### src/rtl/seq_array_mult.sv
// Iterative shift-add multiplier: one partial-product row per clock, 2*WIDTH-bit product.
// Signed mode multiplies magnitudes and negates the final sum; valid/ready on both sides.
module seq_array_mult #(
  parameter int unsigned WIDTH = 4
) (
  input  logic                 clk,
  input  logic                 rst,
  input  logic                 in_valid,
  output logic                 in_ready,
  input  logic [WIDTH-1:0]     m,
  input  logic [WIDTH-1:0]     q,
  input  logic                 is_signed,
  input  logic                 abort,
  output logic                 out_valid,
  input  logic                 out_ready,
  output logic [2*WIDTH-1:0]   p
);

  localparam int unsigned PW = 2 * WIDTH;
  localparam int unsigned CW = $clog2(WIDTH);

  typedef enum logic [1:0] {
    IDLE = 2'd0,
    RUN  = 2'd1,
    DONE = 2'd2
  } state_t;

  state_t           state;
  logic [WIDTH-1:0] mag_m;
  logic [WIDTH-1:0] mag_q;
  logic             neg;
  logic [PW-1:0]    acc;
  logic [CW-1:0]    cnt;

  logic [WIDTH-1:0] m_abs;
  logic [WIDTH-1:0] q_abs;
  logic             q_bit;
  logic [WIDTH:0]   row;
  logic [PW-1:0]    acc_step;
  logic [PW-1:0]    result;

  // Operand magnitudes; -2^(W-1) maps to 2^(W-1), which still fits in W unsigned bits.
  always_comb begin
    m_abs = (is_signed && m[WIDTH-1]) ? WIDTH'(-m) : m;
    q_abs = (is_signed && q[WIDTH-1]) ? WIDTH'(-q) : q;
  end

  // Row add on the upper half with its carry kept, then the accumulator shifts right,
  // which is equivalent to adding mag_m << cnt into a fixed accumulator.
  always_comb begin
    q_bit    = mag_q[cnt];
    row      = {1'b0, acc[PW-1:WIDTH]} + (q_bit ? {1'b0, mag_m} : '0);
    acc_step = {row, acc[WIDTH-1:1]};
    result   = neg ? PW'(-acc_step) : acc_step;
  end

  always_ff @(posedge clk or posedge rst) begin
    if (rst) begin
      state     <= IDLE;
      in_ready  <= 1'b1;
      out_valid <= 1'b0;
      p         <= '0;
      mag_m     <= '0;
      mag_q     <= '0;
      neg       <= 1'b0;
      acc       <= '0;
      cnt       <= '0;
    end else begin
      case (state)
        IDLE: begin
          // abort outranks a simultaneous in_valid; otherwise it has no effect here
          if (in_valid && !abort) begin
            mag_m    <= m_abs;
            mag_q    <= q_abs;
            neg      <= is_signed && (m[WIDTH-1] ^ q[WIDTH-1]);
            acc      <= '0;
            cnt      <= '0;
            in_ready <= 1'b0;
            state    <= RUN;
          end
        end
        RUN: begin
          if (abort) begin
            in_ready <= 1'b1;
            state    <= IDLE;
          end else begin
            acc <= acc_step;
            cnt <= cnt + CW'(1);
            if (cnt == CW'(WIDTH - 1)) begin
              p         <= result;
              out_valid <= 1'b1;
              state     <= DONE;
            end
          end
        end
        DONE: begin
          if (abort || out_ready) begin
            out_valid <= 1'b0;
            in_ready  <= 1'b1;
            state     <= IDLE;
          end
        end
        default: begin
          out_valid <= 1'b0;
          in_ready  <= 1'b1;
          state     <= IDLE;
        end
      endcase
    end
  end

endmodule
### config.mk
export PLATFORM = sky130hd
export DESIGN_NAME = seq_array_mult
export DESIGN_NICKNAME = d
export VERILOG_FILES = /design/src/rtl/seq_array_mult.sv
export SDC_FILE = /design/constraint.sdc
export NUM_CORES = 1
export LEC_CHECK = 0
export ABC_CLOCK_PERIOD_IN_PS = 3800
export CAP_MARGIN = 5
export CORE_MARGIN = 1
export CORE_UTILIZATION = 55
export DETAILED_ROUTE_END_ITERATION = 7
export PLACE_DENSITY = 0.82
export SLEW_MARGIN = 20
export SYNTH_ARGS = -nofsm -noshare
export SYNTH_HDL_FRONTEND = slang
export SYNTH_SLANG_ARGS = --single-unit
### constraint.sdc
create_clock -name clk -period 3.8 [get_ports clk]
set_input_delay 0.38 -clock clk [delete_from_list [all_inputs] [get_ports clk]]
set_output_delay 0.38 -clock clk [all_outputs]
set_load 0.01 [all_outputs]
**Word level (Yosys, flattened, before mapping)**

Index checks and enable logic that the tools add are counted.

- Add/subtract/negate cells: 5
- Muxes and demuxes: 25
- Bitwise operators: 3
- Equal/unequal tests: 9
- $lt $le $gt $ge: 1
- Reduce and logical (&&, ||, !) cells: 14

Operators with widths:

| operator | count |
|---|---|
| 8-bit 2-to-1 mux | 3 |
| 8-bit case mux with 2 select lines | 1 |
| 2-bit 2-to-1 mux | 6 |
| 4-bit 2-to-1 mux | 3 |
| 3-bit AND reduction | 4 |
| 2-bit != test (second input constant) | 5 |
| 4-bit negation | 2 |
| 8-bit negation | 1 |
| 1-bit 2-to-1 mux | 7 |
| 1-bit case mux with 3 select lines | 2 |
| 2-bit case mux with 3 select lines | 1 |
| 4-bit by 4-bit adder with 5-bit output | 1 |
| 2-bit equality test (second input constant) | 2 |
| 1-bit logical AND | 4 |
| 2-bit case mux with 2 select lines | 1 |
| 4-bit AND reduction | 1 |
| 2-bit by 3-bit < comparator with 1-bit output (second input constant) | 1 |
| 3-bit != test (second input constant) | 1 |
| 2-bit by 1-bit adder with 2-bit output (second input constant) | 1 |
| 1-bit binary-select mux with 2-bit select | 1 |
| 2-bit by 1-bit equality test with 1-bit output (second input constant) | 1 |
| 2-bit logical NOT | 1 |
| 1-bit inverter | 2 |
| 2-bit AND reduction | 1 |
| 4 further kinds | 4 |

- Bits of input ports: 14
- Bits in registers: 31

**Logic depth before layout (Yosys ltp)**

- Depth in word-level cells: 6
- Mapped depth: 9
- Mapped depth without buffers: 9

**Least setup slack after synthesis**

No wires, ideal clock.

- Path kind: register to register
- From: reg cnt[1]
- To: reg p[6]
- Buffers on the path: 0
- Slack: 1.291 ns
- Cell stages (with the launch flop): 10
- Arrival: 2.383 ns
- Library setup time: 0.126 ns
- Cell sequence: dfrtp_1 -> mux4_2 -> and2_1 -> ha_1 -> fa_1 -> xnor2_1 -> nand2_1 -> o21ai_0 -> xor2_1 -> o21ai_0

- Word-level cells in the longest chain between the ends: 6
- Elaborated cells on any way between the ends: 8
- Classes of those cells: 2 x add/sub; 1 x eq/ne; 4 x mux; 1 x reduce/logical

Ends and longest elaborated chain:

| item | line | RTL |
|---|---|---|
| start: declaration | 33 | `logic [CW-1:0] cnt;` |
| start signal: assignment | 88 | `cnt <= cnt + CW'(1);` |
| 1-bit binary-select mux with 2-bit select | 51 | `q_bit = mag_q[cnt];` |
| 1-bit 2-to-1 mux (implied by the code) | 51 |  |
| 4-bit 2-to-1 mux | 52 | `row = {1'b0, acc[PW-1:WIDTH]} + (q_bit ? {1'b0, mag_m} : '0);` |
| 4-bit by 4-bit adder with 5-bit output | 52 |  |
| 8-bit negation | 54 | `result = neg ? PW'(-acc_step) : acc_step;` |
| 8-bit 2-to-1 mux | 54 |  |
| end signal: assignment | 90 | `p <= result;` |
| end: declaration | 16 | `output logic [2*WIDTH-1:0] p` |

Several ways; a longest one is shown, not always the timed one. The select of a mux whose other input is x is not followed.
A chain may end at the register's enable or synchronous reset.

**Worst setup path after layout**

Ends and elaborated chain as after synthesis.

==> results.md <==
- Outcome: completed
- Critical path peak fanout: 4
- Root buffer cell: clkbuf_4
- Clock slew at reported path FFs: 100 ps
- Worst EP arrival: 2930 ps
- # IOs: 24
- TritonCTS clock tree: yes
- # resized after CTS: 0
- Die height: 55.7 µm
- Vias in the first global route: 1,249
- Clock Latency Late Sink: 340 ps
- Drt first pass iters: 4
- Hold Buf Count CTS: 0
- Slew at the pin with the worst max-slew slack: 624 ps
- Std-Cell Rows: 19
- Cell variety after synth: 32
- Clock tree buffer depth: 2
- Via Count: 1,214
- Final Max Tran Viols: 0
- FF+latch count, synth: 30
- Gpl congestion: 0.823
- Post-CTS Setup Inserts: 0
- Commonest non-fill, non-tap cell in the layout: dfrtp_1
- Number of synthesized flops with an enable pin: 0
- Fin util: 0.690
- CP Data Required Time: 4010 ps
- Synth Warn #: 0
- Area growth syn-to-layout: 18.9%
- Largest net degree at the start of global routing: 31
- Most frequent cells in the layout: dfrtp_1, clkdlybuf4s50_1, nand2_1, o21ai_0, nor2_1
- Rel. slew slack: 0.584
- Gr ovfl total: 0
- First-pass GRT wire length: 5090 µm
- GRT Util Overall: 0.213
- Sink Count: 30
- Post-route setup TNS: 0 ps
- Antenna Cells: 0
- Routed Antenna Nets: 0
- Fin crit share: 0.716
- Die extent in x: 55.7 µm
- Htree depth: 2
- Wirelength per Cell: 13.0 µm
- Max cap viols: 0
- Final setup vio count: 0
- Syn_nets: 183
- Setup Crit Path Kind: reg2reg
- # DRC: 0
- IO buf count: 23
- Via density: 5.57
- Crit path launch type: flop
- Static leakage: 0.866 nW
- Final hold violations: 0
- Hold WC Path Type: in2async
- 1st-iter DRT viols: 26
- Post-synthesis instance total: 160
- Post-DP HPWL: 2150 µm
- Placeable Area: 2730 µm²
- Fin crit period: 2720 ps
- Layout cells sized above 1: 0.0749
- Die footprint: 3100 µm²
- Netlist Area Pre-Place: 1590 µm²
- Synth async-reset ratio: 1.00
- Number of buffers created by CTS: 5
- Initial antenna violation count: 0
- Mean Syn Cell Area: 9.92 µm²
- RSZ-0062 raised after global routing: false
- Nets: 209
- Top FF cell, synth: dfrtp_1
- Overall routed net length: 2840 µm
- Worst R2R Setup Slack: 1080 ps
- Post-synthesis sequential area ratio: 0.474
- Power per cell area: 619 nW/µm²
- Initial Util: 0.580
- Max Clock Skew: 8.61 ps
- CP Capture Type: flop
- Fmax: 368 MHz
- VDD IR max: 0.000535 V
-- cell families (layout without fill, tap and decap cells) --
logic type / count (synthesis) / count (layout) / share of synthesized area
compound gates: 39 / 39 / 0.148
xor+xnor: 10 / 10 / 0.0552
fa+ha+maj: 9 / 9 / 0.0757
buf+inv: 16 / 43 / 0.0465
flops: 30 / 30 / 0.474
mux: 6 / 6 / 0.0473
simple gates: 50 / 50 / 0.153
-- report_power, final --
group	total (mW)	internal [mW]	switching, mW	leakage, nW
Combinational	0.497	0.246	0.251	0.444
Clock	0.198	0.0895	0.109	0.0353
Sequential	0.472	0.409	0.0636	0.387
Total	1.17	0.744	0.423	0.866
-- per-stage QoR --
step / cells / setup slack (ps) / hold WS [ps] / area [µm²] / power (mW)
4_1_cts: 218 / 1070 / 490 / 1890 / 1.17
3_3_place_gp: 210 / 1180 / 460 / 1830 / 0.946
6_report: 218 / 1080 / 429 / 1890 / 1.17
2_1_floorplan: 160 / 1290 / 443 / 1590 / 0.816
5_1_grt: 218 / 820 / 497 / 1890 / 1.27
3_5_place_dp: 210 / 1080 / 470 / 1830 / 0.975
-- state kept, by name, indices dropped and copies added, names as in the netlist --
register   count
p              8
acc            7
mag_m          4
mag_q          4
cnt            2
state          2
in_ready       1
neg            1
out_valid      1
-- routing by layer --
layer  track usage  share of wire
met2         0.365           0.50
met5             0              0
met1         0.236           0.43
met3        0.0721          0.048
met4         0.107          0.023
-- cells in the mapped netlist (2+ instances only) --
master | number | share of area
nor2_1 | 12 | 0.028
nor3_1 | 2 | 0.0063
xor2_1 | 4 | 0.022
buf_2 | 2 | 0.0063
mux2i_1 | 3 | 0.019
nand2_1 | 18 | 0.043
nand3_1 | 7 | 0.022
ha_1 | 8 | 0.063
xnor2_1 | 6 | 0.033
o21ai_0 | 17 | 0.054
dfrtp_1 | 29 | 0.46
a22o_1 | 5 | 0.028
inv_1 | 12 | 0.028
a21oi_1 | 10 | 0.032
o31ai_1 | 3 | 0.014
mux2_2 | 2 | 0.014
and2_1 | 4 | 0.016
a21o_1 | 2 | 0.0095
-- final cells by class --
cell class / instances / area (µm²)
clock inverters: 1 / 5.00
fillers: 225 / 847
inverters: 12 / 45.0
well taps: 31 / 38.8
repair buffers: 23 / 230
clock buffers: 7 / 55.1
flip-flops and latches: 30 / 752
multi-input cells: 114 / 761
-- path summary, 6_finish.rpt --
check                      endpoint  cells after the start  startpoint
max                            p[6]                      9      cnt[1]
min                             neg                      2         rst
max reg2reg                    p[6]                      9      cnt[1]
min reg2reg                    p[6]                      2        p[6]
max in group asynchronous  mag_q[1]                      2         rst
min in group clk               p[6]                      2        p[6]
-- worst max-delay path, stage by stage, from the launching register on --
cell     delay [ps]
dfrtp_1         410
mux4_2          540
and2_1          180
ha_1            210
fa_1            400
xnor2_1         320
nand2_1          80
o21ai_0         200
xor2_1          170
o21ai_0          90
(Power assumes the default switching activity.)
